<file path="src/rtl/glitch_alarm_monitor_pkg.sv">
// Shared types and helpers for the glitch alarm monitor: FSM state encoding,
// default widths and a saturating increment.
package glitch_mon_pkg;

    localparam int unsigned DEF_CNT_W   = 16;
    localparam int unsigned DEF_LEN_W   = 12;
    localparam int unsigned DEF_MIN_LEN = 1;
    localparam int unsigned DEF_HOLDOFF = 4;
    localparam int unsigned DEF_TS_W    = 32;

    typedef enum logic [1:0] {
        ST_IDLE    = 2'd0,
        ST_QUAL    = 2'd1,
        ST_ACTIVE  = 2'd2,
        ST_HOLDOFF = 2'd3
    } mon_state_e;

    // Increment that sticks at max_v instead of wrapping.
    function automatic logic [31:0] sat_inc(input logic [31:0] v, input logic [31:0] max_v);
        return (v >= max_v) ? v : v + 32'd1;
    endfunction

endpackage

</file>
<file path="src/rtl/glitch_alarm_monitor_if.sv">
// Control/status bundle between host logic and glitch_alarm_monitor.
// Optional first_ts field exists only when GLITCH_TIMESTAMP_EN is defined.
interface glitch_alarm_monitor_if
    import glitch_mon_pkg::*;
#(
    parameter int unsigned CNT_W = DEF_CNT_W,
    parameter int unsigned LEN_W = DEF_LEN_W
`ifdef GLITCH_TIMESTAMP_EN
    ,
    parameter int unsigned TS_W  = DEF_TS_W
`endif
) ();

    logic             arm;
    logic             alarm;
    logic             clr_req;
    logic             clr_ack;
    logic             irq;
    logic             glitch_active;
    logic [CNT_W-1:0] event_cnt;
    logic [LEN_W-1:0] max_len;
`ifdef GLITCH_TIMESTAMP_EN
    logic [TS_W-1:0]  first_ts;

    modport master (output arm, alarm, clr_req,
                    input  clr_ack, irq, glitch_active, event_cnt, max_len, first_ts);
    modport slave  (input  arm, alarm, clr_req,
                    output clr_ack, irq, glitch_active, event_cnt, max_len, first_ts);
`else
    modport master (output arm, alarm, clr_req,
                    input  clr_ack, irq, glitch_active, event_cnt, max_len);
    modport slave  (input  arm, alarm, clr_req,
                    output clr_ack, irq, glitch_active, event_cnt, max_len);
`endif

endinterface

</file>
<file path="src/rtl/glitch_alarm_monitor_sat_counter.sv">
// Saturating up-counter. clr has priority; clr together with inc loads 1
// so a clear and a new count on the same edge leave a count of one.
module sat_counter
    import glitch_mon_pkg::*;
#(
    parameter int unsigned W = 8
) (
    input  logic         clk,
    input  logic         rst,
    input  logic         inc_i,
    input  logic         clr_i,
    output logic [W-1:0] q_o
);

    localparam logic [31:0] MAX_V = 32'((64'd1 << W) - 64'd1);

    logic [W-1:0] q_q, q_d;

    always_comb begin
        q_d = q_q;
        if (clr_i) begin
            q_d = inc_i ? W'(1) : '0;
        end else if (inc_i) begin
            q_d = W'(sat_inc(32'(q_q), MAX_V));
        end
    end

    always_ff @(posedge clk or posedge rst) begin
        if (rst) q_q <= '0;
        else     q_q <= q_d;
    end

    assign q_o = q_q;

endmodule

</file>
<file path="src/rtl/glitch_alarm_monitor.sv">
// Qualifies glitch-detector alarm pulses, counts events, tracks the longest
// pulse and raises a sticky irq. Optional timestamp: GLITCH_TIMESTAMP_EN.
module glitch_alarm_monitor
    import glitch_mon_pkg::*;
#(
    parameter int unsigned CNT_W   = DEF_CNT_W,
    parameter int unsigned LEN_W   = DEF_LEN_W,
    parameter int unsigned MIN_LEN = DEF_MIN_LEN,
    parameter int unsigned HOLDOFF = DEF_HOLDOFF
`ifdef GLITCH_TIMESTAMP_EN
    ,
    parameter int unsigned TS_W    = DEF_TS_W
`endif
) (
    input logic                   clk_ps,
    input logic                   rst_ps,
    glitch_alarm_monitor_if.slave mon
);

    localparam int unsigned HOLD_W = (HOLDOFF > 1) ? $clog2(HOLDOFF) : 1;

    mon_state_e        state_q, state_d;
    logic [HOLD_W-1:0] hold_q, hold_d;
    logic [LEN_W-1:0]  len_q;
    logic [LEN_W-1:0]  max_q, max_d;
    logic [CNT_W-1:0]  cnt_q;
    logic              irq_q, irq_d;
    logic              clr_ack_q;
    logic              clr_blk_q, clr_blk_d;
    logic              active_q;
    logic              len_inc, len_clr, evt, pulse_end, clr_fire;

    // Pulse qualification FSM.
    always_comb begin
        state_d   = state_q;
        hold_d    = hold_q;
        len_inc   = 1'b0;
        len_clr   = 1'b0;
        evt       = 1'b0;
        pulse_end = 1'b0;
        if (!mon.arm) begin
            state_d = ST_IDLE;
            len_clr = 1'b1;
            hold_d  = '0;
        end else begin
            case (state_q)
                ST_IDLE: begin
                    if (mon.alarm) begin
                        len_clr = 1'b1;
                        len_inc = 1'b1;
                        if (MIN_LEN == 1) begin
                            state_d = ST_ACTIVE;
                            evt     = 1'b1;
                        end else begin
                            state_d = ST_QUAL;
                        end
                    end
                end
                ST_QUAL: begin
                    if (mon.alarm) begin
                        len_inc = 1'b1;
                        if (32'(len_q) + 32'd1 == MIN_LEN) begin
                            state_d = ST_ACTIVE;
                            evt     = 1'b1;
                        end
                    end else begin
                        state_d = ST_IDLE;
                        len_clr = 1'b1;
                    end
                end
                ST_ACTIVE: begin
                    if (mon.alarm) begin
                        len_inc = 1'b1;
                    end else begin
                        pulse_end = 1'b1;
                        len_clr   = 1'b1;
                        hold_d    = '0;
                        state_d   = (HOLDOFF == 0) ? ST_IDLE : ST_HOLDOFF;
                    end
                end
                ST_HOLDOFF: begin
                    if (32'(hold_q) + 32'd1 >= HOLDOFF) begin
                        state_d = ST_IDLE;
                        hold_d  = '0;
                    end else begin
                        hold_d  = hold_q + HOLD_W'(1);
                    end
                end
                default: state_d = ST_IDLE;
            endcase
        end
    end

    // Clear handshake and status; a same-edge clear is applied before the event/pulse end.
    always_comb begin
        clr_fire  = mon.clr_req && !clr_ack_q && !clr_blk_q;
        clr_blk_d = clr_blk_q;
        if (clr_fire)          clr_blk_d = 1'b1;
        else if (!mon.clr_req) clr_blk_d = 1'b0;

        irq_d = irq_q;
        if (clr_fire) irq_d = 1'b0;
        if (evt)      irq_d = 1'b1;

        max_d = max_q;
        if (clr_fire) max_d = '0;
        if (pulse_end && (len_q > max_d)) max_d = len_q;
    end

    always_ff @(posedge clk_ps or posedge rst_ps) begin
        if (rst_ps) begin
            state_q   <= ST_IDLE;
            hold_q    <= '0;
            max_q     <= '0;
            irq_q     <= 1'b0;
            clr_ack_q <= 1'b0;
            clr_blk_q <= 1'b0;
            active_q  <= 1'b0;
        end else begin
            state_q   <= state_d;
            hold_q    <= hold_d;
            max_q     <= max_d;
            irq_q     <= irq_d;
            clr_ack_q <= clr_fire;
            clr_blk_q <= clr_blk_d;
            active_q  <= (state_d == ST_ACTIVE);
        end
    end

    sat_counter #(.W(LEN_W)) u_len (
        .clk   (clk_ps),
        .rst   (rst_ps),
        .inc_i (len_inc),
        .clr_i (len_clr),
        .q_o   (len_q)
    );

    sat_counter #(.W(CNT_W)) u_evt (
        .clk   (clk_ps),
        .rst   (rst_ps),
        .inc_i (evt),
        .clr_i (clr_fire),
        .q_o   (cnt_q)
    );

    assign mon.event_cnt     = cnt_q;
    assign mon.max_len       = max_q;
    assign mon.irq           = irq_q;
    assign mon.clr_ack       = clr_ack_q;
    assign mon.glitch_active = active_q;

`ifdef GLITCH_TIMESTAMP_EN
    logic [TS_W-1:0] ts_q, first_ts_q, first_ts_d;
    logic            ts_have_q, ts_have_d;

    // Capture the free-running timestamp on the first event since reset/clear.
    always_comb begin
        first_ts_d = first_ts_q;
        ts_have_d  = ts_have_q;
        if (clr_fire) begin
            first_ts_d = '0;
            ts_have_d  = 1'b0;
        end
        if (evt && !ts_have_d) begin
            first_ts_d = ts_q;
            ts_have_d  = 1'b1;
        end
    end

    always_ff @(posedge clk_ps or posedge rst_ps) begin
        if (rst_ps) begin
            ts_q       <= '0;
            first_ts_q <= '0;
            ts_have_q  <= 1'b0;
        end else begin
            ts_q       <= ts_q + TS_W'(1);
            first_ts_q <= first_ts_d;
            ts_have_q  <= ts_have_d;
        end
    end

    assign mon.first_ts = first_ts_q;
`endif

endmodule

</file>
<file path="src/flat_wrapper.sv">
// flat-port wrapper written by rule: the top's interface ports become plain ports
module glitch_alarm_monitor_flat import glitch_mon_pkg::*;
#(
    parameter int unsigned CNT_W   = DEF_CNT_W,
    parameter int unsigned LEN_W   = DEF_LEN_W,
    parameter int unsigned MIN_LEN = DEF_MIN_LEN,
    parameter int unsigned HOLDOFF = DEF_HOLDOFF

)
  (clk_ps, rst_ps, mon_arm, mon_alarm, mon_clr_req, mon_clr_ack, mon_irq, mon_glitch_active, mon_event_cnt, mon_max_len);
  glitch_alarm_monitor_if #(.CNT_W(CNT_W), .LEN_W(LEN_W)) mon_i ();
  input logic clk_ps;
  input logic rst_ps;
  input wire logic [$bits(mon_i.arm)-1:0] mon_arm;
  input wire logic [$bits(mon_i.alarm)-1:0] mon_alarm;
  input wire logic [$bits(mon_i.clr_req)-1:0] mon_clr_req;
  output wire logic [$bits(mon_i.clr_ack)-1:0] mon_clr_ack;
  output wire logic [$bits(mon_i.irq)-1:0] mon_irq;
  output wire logic [$bits(mon_i.glitch_active)-1:0] mon_glitch_active;
  output wire logic [$bits(mon_i.event_cnt)-1:0] mon_event_cnt;
  output wire logic [$bits(mon_i.max_len)-1:0] mon_max_len;
  assign mon_i.arm = mon_arm;
  assign mon_i.alarm = mon_alarm;
  assign mon_i.clr_req = mon_clr_req;
  assign mon_clr_ack = mon_i.clr_ack;
  assign mon_irq = mon_i.irq;
  assign mon_glitch_active = mon_i.glitch_active;
  assign mon_event_cnt = mon_i.event_cnt;
  assign mon_max_len = mon_i.max_len;
  glitch_alarm_monitor #(.CNT_W(CNT_W), .LEN_W(LEN_W), .MIN_LEN(MIN_LEN), .HOLDOFF(HOLDOFF)) u_core (.clk_ps(clk_ps), .rst_ps(rst_ps), .mon(mon_i));
endmodule
</file>
<file path="config.mk">
export PLATFORM = sky130hd
export DESIGN_NAME = glitch_alarm_monitor_flat
export DESIGN_NICKNAME = d
export VERILOG_FILES = /design/src/rtl/glitch_alarm_monitor_pkg.sv /design/src/rtl/glitch_alarm_monitor_if.sv /design/src/rtl/glitch_alarm_monitor_sat_counter.sv /design/src/rtl/glitch_alarm_monitor.sv /design/src/flat_wrapper.sv
export SDC_FILE = /design/constraint.sdc
export NUM_CORES = 1
export LEC_CHECK = 0
export ABC_AREA = 1
export ABC_CLOCK_PERIOD_IN_PS = 3000
export BUFFER_PORTS_ARGS = -buffer_cell sky130_fd_sc_hd__clkbuf_2
export CORE_UTILIZATION = 52
export CTS_BUF_LIST = sky130_fd_sc_hd__clkbuf_4 sky130_fd_sc_hd__clkbuf_8
export DETAILED_ROUTE_END_ITERATION = 10
export PLACE_DENSITY = 0.72
export SYNTH_ARGS = -nofsm -noshare
export SYNTH_HDL_FRONTEND = slang
export SYNTH_HIERARCHICAL = 1
export SYNTH_SLANG_ARGS = --single-unit
</file>
<file path="constraint.sdc">
create_clock -name clk_ps -period 3 [get_ports clk_ps]
set_input_delay 0.6 -clock clk_ps [delete_from_list [all_inputs] [get_ports clk_ps]]
set_output_delay 0.6 -clock clk_ps [all_outputs]
set_load 0.005 [all_outputs]
</file>
======== Word level (Yosys, flattened, before mapping) ========
Index checks and enable logic that the tools add are counted.
storage, ports and cells
  bits in registers ....................... 48
  latch bits .............................. 0
  bits in writable memories ............... 0
  bits in read-only memories .............. 0
  input bits .............................. 5
  word-level logic and storage cells ...... 77
  memories ................................ 0
cells by class
  add/subtract/negate cells ............... 4
  multiply operators ...................... 0
  div/mod/pow operators ................... 0
  order comparisons ....................... 4
  equality and inequality tests ........... 10
  shift operators ......................... 0
  muxes and demuxes ....................... 37
  bitwise gates (word level) .............. 0
  reduce and logical (&&, ||, !) cells .... 13
operator list
  cell                                                                     number
  12-bit two-way mux                                                       5
  16-bit two-way mux                                                       3
  32-bit by 3-bit >= comparator with 1-bit output, second input constant   1
  2-bit two-way mux                                                        9
  16-bit by 1-bit adder with 16-bit output, second input constant          1
  16-bit >= comparator, second input constant                              1
  1-bit two-way mux                                                        16
  12-bit by 1-bit adder with 13-bit output, second input constant          1
  13-bit by 1-bit == test with 1-bit output, second input constant         1
  12-bit >= comparator, second input constant                              1
  12-bit > comparator                                                      1
  2-bit case mux with 4 select lines                                       1
  2-bit == test, second input constant                                     3
  2-bit by 1-bit inequality test with 1-bit output, second input constant  3
  2-bit AND reduction                                                      3
  1-bit case mux with 2 select lines                                       2
  2-bit case mux with 2 select lines                                       1
  2-bit nonzero test                                                       2
  2-bit by 1-bit adder with 3-bit output, second input constant            1
  1-bit logical AND                                                        3
  3-bit by 1-bit inequality test with 1-bit output, second input constant  1
  3-bit inequality test, second input constant                             1
  3-bit OR reduction                                                       1
  2-bit by 1-bit adder with 2-bit output, second input constant            1
  other kinds (4)                                                          5

======== Longest topological paths before layout ========
Gate-level depths: netlist (run 1).
  word-level depth ........................ 8
  mapped depth ............................ 18
  gate-level depth less buffers ........... 16

======== Cells and area by module ========
Netlist (run 1), hierarchy kept.
modules (own cells, without submodules)
  module                      times used  cells an instance  area each (um^2)
  glitch_alarm_monitor        1           202                1512.7
  sat_counter (u_core.u_evt)  1           157                1108.6
  sat_counter (u_core.u_len)  1           111                804.5

======== Worst setup path after synthesis (run 1) ========
Ideal clock, no wire load.
  kind .................................... input to register
  start point ............................. in mon_clr_req
  end point ............................... reg u_core.max_q[2], in the netlist u_core/mon.max_len[2]
  library setup time ...................... 0.117 ns
  arrival time ............................ 2.158 ns
  data required time ...................... 2.883 ns
  setup slack ............................. 0.725 ns
  stages .................................. 15
  buffers on the path ..................... 2
  cell sequence ........................... inv_1 > nor3_2 > inv_2 > buf_6 > nand2_1 > ha_1 > nand2_1 > inv_2 > nand2_4 > inv_1 > nand2_1 > nand3_2 > buf_4 > nand3_1 > nand2_1
on the way
  longest elaborated chain between the ends .. 6
RTL lines
  what                                RTL line                     RTL
  start: declaration                  flat_wrapper.sv:16           input wire logic [$bits(mon_i.clr_req)-1:0] mon_clr_req;
  1-bit logical AND (*) (2 in a row)  glitch_alarm_monitor.sv:96   clr_fire = mon.clr_req && !clr_ack_q && !clr_blk_q;
  12-bit two-way mux (*)              glitch_alarm_monitor.sv:106  if (clr_fire) max_d = '0;
  12-bit > comparator                 glitch_alarm_monitor.sv:107  if (pulse_end && (len_q > max_d)) max_d = len_q;
  1-bit logical AND                   glitch_alarm_monitor.sv:107
  12-bit two-way mux (*)              glitch_alarm_monitor.sv:107
  named net u_core.max_d[2]           glitch_alarm_monitor.sv:25   logic [LEN_W-1:0] max_q, max_d;
  end signal: assignment              glitch_alarm_monitor.sv:122  max_q <= max_d;
  end: declaration                    glitch_alarm_monitor.sv:25
The timed path passes the listed nets; every way through them passes the cells marked *.
A chain may end at the register's enable or synchronous reset.

======== Worst setup path in the final report (run 1) ========
  start point ............................. reg u_core.clr_ack_q, in the netlist u_core/mon.clr_ack
  end point ............................... reg u_core.max_q[11], in the netlist u_core/mon.max_len[11]
on the way
  longest elaborated chain between the ends .. 7
RTL lines
  what                                RTL line                     RTL
  start: declaration                  glitch_alarm_monitor.sv:28   logic clr_ack_q;
  start signal: assignment            glitch_alarm_monitor.sv:124  clr_ack_q <= clr_fire;
  1-bit zero test (*)                 glitch_alarm_monitor.sv:96
  1-bit logical AND (*) (2 in a row)  glitch_alarm_monitor.sv:96
  12-bit two-way mux (*)              glitch_alarm_monitor.sv:106
  12-bit > comparator                 glitch_alarm_monitor.sv:107
  1-bit logical AND                   glitch_alarm_monitor.sv:107
  12-bit two-way mux (*)              glitch_alarm_monitor.sv:107
  named net u_core.max_d[11]          glitch_alarm_monitor.sv:25
Marks and branches as above.

==> results of run 1 <==
## cell usage in the layout, fill, tap and decap left out, drive strengths merged, types with 2 or more instances in the layout
master and count:
nand2 177, nand3 47, a21oi 11, o21bai 2, or2 3, o211ai 2
nand4 10, dfrtp 48, o21ai 14, nor3 6, clkbuf 43, nor2 49
xor2 6, ha 19, inv 62
## flip-flops by register name, indices dropped and copies added, names as in the netlist
register                  cells
u_core/state_q                2
u_core/clr_blk_q              1
u_core/mon.clr_ack            1
u_core/u_len/q_o             12
u_core/u_evt/q_o             16
u_core/mon.glitch_active      1
u_core/mon.max_len           12
u_core/mon.irq                1
u_core/hold_q                 2
## synthesized netlist by cell type (all sizes together) (2+ instances only)
cell / n / area [sq um]
o211ai: 2 / 15.0
clkbuf: 2 / 7.51
dfrtp: 48 / 1200
ha: 19 / 238
or2: 3 / 18.8
nor3: 6 / 35.0
inv: 62 / 233
xor2: 6 / 52.6
buf: 7 / 91.3
nand3: 47 / 245
o21bai: 2 / 15.0
o21ai: 14 / 108
a21oi: 11 / 55.1
nor2: 49 / 229
nand2: 177 / 742
nand4: 10 / 108
## worst min-delay path by stage
stage / start / end / slack (ns) / depth (start not counted)
floorplan: rst_ps / u_core/u_len/q_o[0] / 0.46 / 1
global placement: u_core/clr_blk_q / u_core/clr_blk_q / 0.49 / 2
detailed placement: u_core/mon.irq / u_core/mon.irq / 0.48 / 2
CTS: rst_ps / u_core/u_len/q_o[0] / 0.35 / 2
global route: rst_ps / u_core/u_len/q_o[8] / 0.37 / 2
finish: rst_ps / u_core/u_len/q_o[0] / 0.34 / 2
## routing by layer
metal | GRT usage | vias up
li1 | - | 1549
met1 | 0.336 | 1359
met2 | 0.342 | 53
met3 | 0.0318 | 4
met4 | 0.0596 | 0
met5 | 0 | -
## power by group through the flow
stage          combinational, mW  clock, mW  sequential [mW]
4_1_cts                    0.435      0.438            0.775
6_report                   0.433      0.421            0.775
5_1_grt                    0.495      0.464            0.785
2_1_floorplan              0.354          0            0.775
3_5_place_dp               0.432          0            0.787
3_3_place_gp               0.422          0            0.786
## metrics by stage
stage,instances,setup slack [ns],cell area [sq um]
after CTS,582,0.766,3700
after global placement,574,0.576,3610
after floorplan,470,0.725,3430
final,582,0.778,3700
after detailed placement,574,0.470,3610
after global routing,582,0.525,3700
## critical path, cell delays in order (launching register included)
cell and delay [ns]:
sky130_fd_sc_hd__dfrtp_1 0.39, sky130_fd_sc_hd__nor3_2 0.23, sky130_fd_sc_hd__inv_2 0.18, sky130_fd_sc_hd__nand2_1 0.13, sky130_fd_sc_hd__ha_1 0.29, sky130_fd_sc_hd__nand2_1 0.08, sky130_fd_sc_hd__inv_1 0.04, sky130_fd_sc_hd__nand2_1 0.06
sky130_fd_sc_hd__nand2_1 0.05, sky130_fd_sc_hd__nand2_1 0.07, sky130_fd_sc_hd__nand3_2 0.23, sky130_fd_sc_hd__nand2_4 0.26, sky130_fd_sc_hd__nand2_1 0.07, sky130_fd_sc_hd__nand2_1 0.06
## cells by family (layout without fill, tap and decap cells)
family,count (synthesis),count (layout)
AOI/OAI and AO/OA,32,32
xor gates and xnor gates,6,6
adders and majority gates,19,19
buffers and inverters,72,107
DFF,48,48
and+or+nand+nor,293,293
## area by class of cell
| class | instances | area (sq um) | area share |
|---|---|---|---|
| repair buffers | 36 | 183 | 0.0493 |
| multi-input cells | 350 | 1890 | 0.510 |
| inverters | 63 | 236 | 0.0639 |
| flip-flops and latches | 48 | 1200 | 0.324 |
| clock buffers | 8 | 97.6 | 0.0264 |
| well taps | 77 | 96.3 | 0.0260 |
==> flow_summary_export.csv, run 1 <==
group,metric,value,unit
synthesis,simple_gate_share_of_the_synthesized_area,0.404,
drt,remaining_drc_errors,0,
drt,postRouteAntennaNets,0,
drt,wire_per_inst,12.4,um
clock_tree,ctsHoldBuffers,0,
pwr,comb_power_share,0.266,
drt,met3RoutedLength,215,um
setup_path,timing.critical_path.required,3.24,ns
setup_path,critPathLaunch,"u_core/mon.clr_ack",
clock_tree,clk_path_buf_depth,2,
setup_path,critical_path_class,"reg2reg",
setup_path,worst-r2r-cell-count,13,
global_routing,grt_antenna_before_repair,0,
drt,vias,2965,
pwr,netSwitchingPower,0.576,mW
floorplanning,std_cell_rows,29,
synthesis,syn-instance-count,470,
layout,finish.utilization,0.583,
timing,timing.fmax,0.450,GHz
floorplanning,floorplan.core_area,0.00635,sq mm
global_routing,grt_start_max_net_pins,24,
clock_tree,post-cts-setup-buffers,0,
synthesis,synth.ff_latch_count,48,
global_routing,first_pass_grt_wire_length,12.8,mm
drt,met1Wirelength,3.73,mm
placed_design,detailed_place_hpwl,5.41,mm
synthesis,synth_xor_area_frac,0.0153,
placed_design,place_congestion,0.860,
synthesis,synth.lib_cells_used.distinct,33,
synthesis,synth_mux_area_frac,0,
setup_path,crit_path_start_kind,"flop",
pwr,irDropWorstVdd,339,uV
floorplanning,die-area,0.00692,sq mm
layout,insertedDiodeCount,0,
clock_tree,cts_max_level,2,
drt,postRouteWirelength,7.21,mm
timing,timing.final.max_slew_violations,0,
floorplanning,die-width,83.2,um
clock_tree,clock_tree_from_tritoncts,"built",
clock_tree,clkSlewWorstSetupHoldPaths,0.09,ns
timing,post-route-period-util,0.741,
global_routing,grt.total_usage,0.225,
clock_tree,tritoncts_num_sinks,48,
synthesis,asyncSetResetFlopFracSynth,1.00,
timing,worst_pin_slew,0.803,ns
drt,highest-signal-layer,"met4",
clock_tree,postCtsResizedCells,0,
drt,drt_iter0_drc,196,
pwr,power.sequential.fraction,0.476,
setup_path,r2r_setup_slack,0.78,ns
synthesis,yosys.area_share.adder,0.0694,
timing,timing.slew.headroom,0.464,
drt,routed_via_density,5.09,
synthesis,syn-num-nets,494,
synthesis,yosys_most_used_dff,"sky130_fd_sc_hd__dfrtp_1",
layout,fill_cells,592,
placed_design,port_buffers,35,
drt,router_iterations_before_antenna_repair,5,
synthesis,syn_area,0.00343,sq mm
run,max_cap_violations,0,
clock_tree,clk_latency,0.30,ns
clock_tree,number_of_cts_inserted_buffers,5,
layout,drive_above_1_share,0.224,
synthesis,compound_gate_fraction_of_synth_area,0.0628,
synthesis,synth-seq-area-share,0.351,
global_routing,globalRouteOverflowTotal,0,
setup_path,highest_net_fanout_along_the_worst_path,14,
timing,clock-skew-final,0.00938,ns
clock_tree,cts_root_buffer,"sky130_fd_sc_hd__clkbuf_8",
synthesis,synthesis.area_per_instance,7.29,sq um
pwr,p_int,1.05,mW
setup_path,r2r_end,"u_core/mon.max_len[11]",
floorplanning,chip_height,83.2,um
synthesis,synth_top_family_by_area,"simple AND/OR/NAND/NOR gates",
layout,flow.area_growth_from_synthesis,8.11,%
pwr,total_power,1.63,mW
floorplanning,design.portCount,36,
drt,met2_length,3.20,mm
timing,setup_viol,0,
synthesis,synth_warnings,6,
pwr,netSwitchingFraction,0.354,
timing,rsz0062_at_grt,"false",
setup_path,critical_path.reg2reg.startpoint,"u_core/mon.clr_ack",
setup_path,cp-endpoint,"u_core/mon.max_len[11]",
timing,final.setup.tns,0,ns
pwr,cellLeakagePower,2.00,nW
timing,finalCriticalPeriod,2.22,ns
timing,report.final.hold_viol_count,0,
pwr,cellPowerDensity,440,mW/mm^2
synthesis,synth_edf_count,0,
run_status,outcome,"finished clean",
global_routing,first_global_vias,2729,
setup_path,endpoint_kind,"flop",
timing,hold_ws,0.342,ns
floorplanning,initial_core_util,0.540,
pwr,clkPwrFrac,0.258,
layout,nets,528,
worst_hold_path,hold_path_class,"in2async",
setup_path,cp.arrival,2.46,ns
Note: power is estimated with default switching activity, not from simulation.
==> inputs of run 2 (changes only) <==
ABC_CLOCK_PERIOD_IN_PS = 2300   (was 3000)
clock period = 2.3 ns   (was 3 ns; I/O delays follow)
==> flow_summary_export.csv, run 2 (synthesis results as in run 1) <==
group,metric,value,unit
setup_path,worst-r2r-cell-count,13,
timing,final.setup.tns,0,ns
setup_path,timing.critical_path.required,2.48,ns
run_status,outcome,"finished clean",
floorplanning,design.portCount,36,
timing,timing.fmax,0.479,GHz
drt,remaining_drc_errors,0,
layout,largest_reg_flops,16,
global_routing,first_global_vias,2847,
placed_design,postPlaceCellArea,0.00371,sq mm
floorplanning,initial_core_util,0.540,
pwr,netSwitchingFraction,0.351,
drt,postRouteAntennaNets,0,
pwr,cellLeakagePower,2.07,nW
timing,worst_pin_slew,0.864,ns
layout,finish.utilization,0.601,
setup_path,cp.arrival,2.27,ns
floorplanning,die-area,0.00692,sq mm
global_routing,grt_antenna_before_repair,0,
layout,layout.cells.non_filler,593,
clock_tree,cts_root_buffer,"sky130_fd_sc_hd__clkbuf_8",
clock_tree,tritoncts_num_sinks,48,
drt,vias,3058,
clock_tree,clock_tree_from_tritoncts,"built",
pwr,netSwitchingPower,0.750,mW
setup_path,r2r_setup_slack,0.21,ns
drt,drt_iter0_drc,168,
timing,post-route-period-util,0.907,
drt,routed_via_density,5.16,
floorplanning,floorplan.core_area,0.00635,sq mm
placed_design,dp.cells,586,
layout,flow.area_growth_from_synthesis,11.3,%
floorplanning,die-width,83.2,um
clock_tree,number_of_cts_inserted_buffers,5,
floorplanning,chip_height,83.2,um
clock_tree,clkSlewWorstSetupHoldPaths,0.09,ns
worst_hold_path,hold_path_class,"in2async",
global_routing,grt.total_usage,0.227,
layout,finalInstanceArea,0.00381,sq mm
timing,setup_viol,0,
drt,router_iterations_before_antenna_repair,4,
pwr,power.sequential.fraction,0.473,
setup_path,endpoint_kind,"flop",
setup_path,r2r_end,"u_core/mon.max_len[5]",
timing,rsz0062_at_grt,"false",
setup_path,highest_net_fanout_along_the_worst_path,14,
setup_path,crit_path_start_kind,"flop",
layout,insertedDiodeCount,0,
run,max_cap_violations,0,
timing,report.final.hold_viol_count,0,
clock_tree,cts_max_level,2,
timing,finalCriticalPeriod,2.09,ns
layout,drive_above_1_share,0.240,
placed_design,port_buffers,35,
pwr,cellPowerDensity,561,mW/mm^2
layout,layout_common_cells,"154 x sky130_fd_sc_hd__nand2_1, 48 x sky130_fd_sc_hd__dfrtp_1, 45 x sky130_fd_sc_hd__inv_1, 45 x sky130_fd_sc_hd__nand3_1, 39 x sky130_fd_sc_hd__nor2_1",
placed_design,place_congestion,0.888,
clock_tree,clk_path_buf_depth,2,
global_routing,globalRouteOverflowTotal,0,
placed_design,detailed_place_hpwl,5.58,mm
setup_path,critical_path_class,"reg2reg",
clock_tree,clk_latency,0.29,ns
global_routing,first_pass_grt_wire_length,12.9,mm
floorplanning,std_cell_rows,29,
timing,clock-skew-final,0.00743,ns
global_routing,grt_start_max_net_pins,24,
drt,wire_per_inst,12.3,um
pwr,p_int,1.39,mW
pwr,clkPwrFrac,0.248,
layout,nets,540,
pwr,irDropWorstVdd,430,uV
clock_tree,post-cts-setup-buffers,0,
clock_tree,ctsHoldBuffers,0,
setup_path,critical_path.reg2reg.startpoint,"u_core/mon.clr_ack",
layout,layout_commonest_cell,"sky130_fd_sc_hd__nand2_1",
pwr,comb_power_share,0.278,
drt,postRouteWirelength,7.32,mm
timing,timing.slew.headroom,0.423,
timing,timing.final.max_slew_violations,0,
==> run 2: cell types whose count changed in the layout (fill, tap and decap cells not counted), sizes merged <==
cell	before	now
buf	1	13
clkbuf	43	42
==> run 2: layer usage <==
layer  up-vias  track usage  part of all wire
li1       1570            -                 -
met5         -            0                 0
met2        72        0.361              0.45
met4         0       0.0752             0.011
met1      1410        0.323              0.48
met3         6       0.0268             0.052
==> run 2: stage by stage <==
stage | setup WS, ns | hold WS, ns | power [mW]
floorplan | 0.165 | 0.325 | 1.47
global placement | 0.128 | 0.471 | 1.59
detailed placement | 0.00487 | 0.488 | 1.61
CTS | 0.146 | 0.202 | 2.16
global route | 0.0133 | 0.218 | 2.29
finish | 0.213 | 0.199 | 2.14
==> run 2: worst max path at each step <==
stage / to / slack, ns / cells past startpoint / start
4_1_cts: u_core/mon.max_len[11] / 0.15 / 13 / u_core/mon.clr_ack
2_1_floorplan: u_core/mon.max_len[2] / 0.17 / 15 / mon_clr_req
6_report: u_core/mon.max_len[5] / 0.21 / 13 / u_core/mon.clr_ack
5_1_grt: u_core/u_evt/q_o[1] / 0.01 / 11 / u_core/u_len/q_o[1]
3_3_place_gp: u_core/mon.max_len[11] / 0.13 / 15 / mon_clr_req
3_5_place_dp: u_core/mon.max_len[9] / 0.005 / 15 / mon_clr_req
==> run 2: critical path, cell delays in order, from the launching register on <==
cell and delay [ns]:
sky130_fd_sc_hd__dfrtp_1 0.41, sky130_fd_sc_hd__nor3_4 0.25, sky130_fd_sc_hd__inv_4 0.13, sky130_fd_sc_hd__nand2_1 0.11, sky130_fd_sc_hd__ha_1 0.25, sky130_fd_sc_hd__nand2_1 0.12, sky130_fd_sc_hd__inv_2 0.05, sky130_fd_sc_hd__nand2_4 0.06
sky130_fd_sc_hd__nor2_4 0.04, sky130_fd_sc_hd__nand2_1 0.08, sky130_fd_sc_hd__nand3_2 0.13, sky130_fd_sc_hd__buf_4 0.21, sky130_fd_sc_hd__nand3_1 0.08, sky130_fd_sc_hd__nand2_1 0.06
==> run 2: timing repair <==
| item | 4_1_cts | 5_1_grt |
|---|---|---|
| gates resized for setup | 0 | 2 |
| hold endpoints to repair | 0 | 0 |
| setup endpoints to repair | 0 | 12 |
==> run 2: power groups by stage <==
stage,Sequential (mW),Combinational [mW],Clock (mW)
floorplan,1.01,0.462,0
global placement,1.02,0.571,0
detailed placement,1.03,0.587,0
CTS,1.01,0.593,0.560
global route,1.02,0.681,0.581
finish,1.01,0.596,0.532
==> run 2: cell type report <==
type | count | area, sq um
Fill cell | 577 | 2540
Multi-Input combinational cell | 350 | 1900
Sequential cell | 48 | 1200
Timing Repair Buffer | 48 | 285
Inverter | 63 | 239
Clock buffer | 7 | 96.3
Tap cell | 77 | 96.3
==> inputs of run 3 (changes only) <==
REMOVE_ABC_BUFFERS = 1   (was default)
==> flow_summary_export.csv, run 3 (synthesis results as in run 1) <==
group,metric,value,unit
drt,met3RoutedLength,267,um
run,max_cap_violations,0,
placed_design,postPlaceCellArea,0.00368,sq mm
drt,postRouteWirelength,7.24,mm
layout,insertedDiodeCount,0,
timing,report.final.hold_viol_count,0,
global_routing,first_global_vias,2852,
layout,layout.cells.non_filler,592,
layout,drive_above_1_share,0.239,
setup_path,critical_path_buf_inv_count,3,
setup_path,timing.critical_path.max_delay_family,"simple AND/OR/NAND/NOR gates",
timing,rsz0062_at_grt,"false",
drt,wire_per_inst,12.2,um
timing,setup_ws,0.182,ns
timing,worst_pin_slew,0.837,ns
drt,highest-signal-layer,"met4",
setup_path,crit_path_start_kind,"flop",
clock_tree,cts_root_buffer,"sky130_fd_sc_hd__clkbuf_8",
layout,flow.area_growth_from_synthesis,10.5,%
drt,met2_length,3.39,mm
clock_tree,clkSlewWorstSetupHoldPaths,0.09,ns
setup_path,critPathLaunch,"u_core/mon.clr_ack",
clock_tree,post-cts-setup-buffers,0,
clock_tree,number_of_cts_inserted_buffers,5,
drt,met1Wirelength,3.52,mm
global_routing,first_pass_grt_wire_length,12.8,mm
placed_design,dp.cells,584,
clock_tree,ctsHoldBuffers,0,
placed_design,port_buffers,35,
timing,timing.slew.headroom,0.442,
placed_design,place_congestion,0.868,
setup_path,crit_chain,"nor3_4 -> inv_4 -> nand2_1 -> ha_1 -> nand2_1 -> inv_1 -> nand2_1 -> nand2_1 -> nand2_1 -> nand3_2 -> buf_4 -> nand3_1 -> nand2_1",
clock_tree,clk_path_buf_depth,2,
floorplanning,floorplan.core_area,0.00635,sq mm
drt,remaining_drc_errors,0,
setup_path,cp.arrival,2.31,ns
timing,post-route-period-util,0.921,
timing,setup_viol,0,
floorplanning,std_cell_rows,29,
setup_path,endpoint_kind,"flop",
global_routing,grt_antenna_before_repair,0,
floorplanning,chip_height,83.2,um
layout,layout_common_cells,"154 x sky130_fd_sc_hd__nand2_1, 48 x sky130_fd_sc_hd__dfrtp_1, 45 x sky130_fd_sc_hd__inv_1, 45 x sky130_fd_sc_hd__nand3_1, 39 x sky130_fd_sc_hd__nor2_1",
global_routing,grt.total_usage,0.225,
placed_design,detailed_place_hpwl,5.58,mm
placed_design,dp_worst_setup_slack,-0.0440,ns
setup_path,critical_path.slowest_cell,"sky130_fd_sc_hd__dfrtp_1",
setup_path,highest_net_fanout_along_the_worst_path,14,
pwr,cellLeakagePower,2.05,nW
drt,postRouteAntennaNets,0,
floorplanning,initial_core_util,0.540,
drt,routed_via_density,5.16,
floorplanning,die-area,0.00692,sq mm
setup_path,crit_top_cell,"sky130_fd_sc_hd__nand2_1",
clock_tree,postCtsResizedCells,0,
drt,drt_iter0_drc,183,
clock_tree,clock_tree_from_tritoncts,"built",
pwr,cellPowerDensity,561,mW/mm^2
drt,router_iterations_before_antenna_repair,5,
setup_path,critical_path_class,"reg2reg",
timing,finalCriticalPeriod,2.12,ns
drt,vias,3055,
run_status,outcome,"finished clean",
global_routing,grt_start_max_net_pins,24,
layout,nets,538,
setup_path,critical-path-max-stage-delay,0.42,ns
floorplanning,die-width,83.2,um
timing,timing.fmax,0.472,GHz
layout,finalInstanceArea,0.00378,sq mm
floorplanning,design.portCount,36,
worst_hold_path,hold_path_class,"in2async",
setup_path,timing.critical_path.required,2.49,ns
global_routing,globalRouteOverflowTotal,0,
timing,clock-skew-final,0.00550,ns
clock_tree,clk_latency,0.30,ns
clock_tree,cts_max_level,2,
setup_path,critical_path.reg2reg.startpoint,"u_core/mon.clr_ack",
layout,layout_commonest_cell,"sky130_fd_sc_hd__nand2_1",
pwr,irDropWorstVdd,422,uV
layout,largest_reg_flops,16,
layout,fill_cells,600,
clock_tree,tritoncts_num_sinks,48,
timing,timing.final.max_slew_violations,0,
-- run 3: where the power goes --
part	switching (mW)	leakage, nW	internal, mW
logic	0.392	1.34	0.198
registers	0.0868	0.657	0.922
clock network	0.286	0.0510	0.241
-- run 3: cell type report --
class	count	area, sq um	share of cell area
timing repair buffer	46	258	0.0681
tap	77	96.3	0.0255
clock buffer	6	82.6	0.0218
inverter	63	241	0.0638
multi-input combinational	350	1900	0.501
sequential	48	1200	0.317
clock inverter	2	10.0	0.00264
-- run 3: final timing paths --
path,endpoint,cells past startpoint,slack (ns)
worst min-delay path,u_core/u_len/q_o[0],2,0.18
max in group asynchronous,u_core/mon.max_len[10],2,1.45
min in group clk_ps,u_core/clr_blk_q,3,0.38
worst max-delay path,u_core/mon.max_len[11],13,0.18
worst max register to register,u_core/mon.max_len[11],13,0.18
worst min register to register,u_core/mon.irq,2,0.50
-- run 3: through the flow --
stage / setup TNS [ns] / utilization / power [mW] / hold slack [ns]
after global placement: 0 / 0.580 / 1.59 / 0.477
after CTS: 0 / 0.594 / 2.14 / 0.193
after global routing: 0 / 0.596 / 2.27 / 0.214
after floorplan: 0 / - / 1.41 / 0.325
after detailed placement: -0.122 / 0.580 / 1.61 / 0.475
final: 0 / 0.596 / 2.12 / 0.182
-- run 3: metal layers --
metal | vias to the layer above | global-route usage
met5 | - | 0
met2 | 52 | 0.366
met3 | 6 | 0.0358
met1 | 1425 | 0.313
met4 | 0 | 0.0549
li1 | 1572 | -
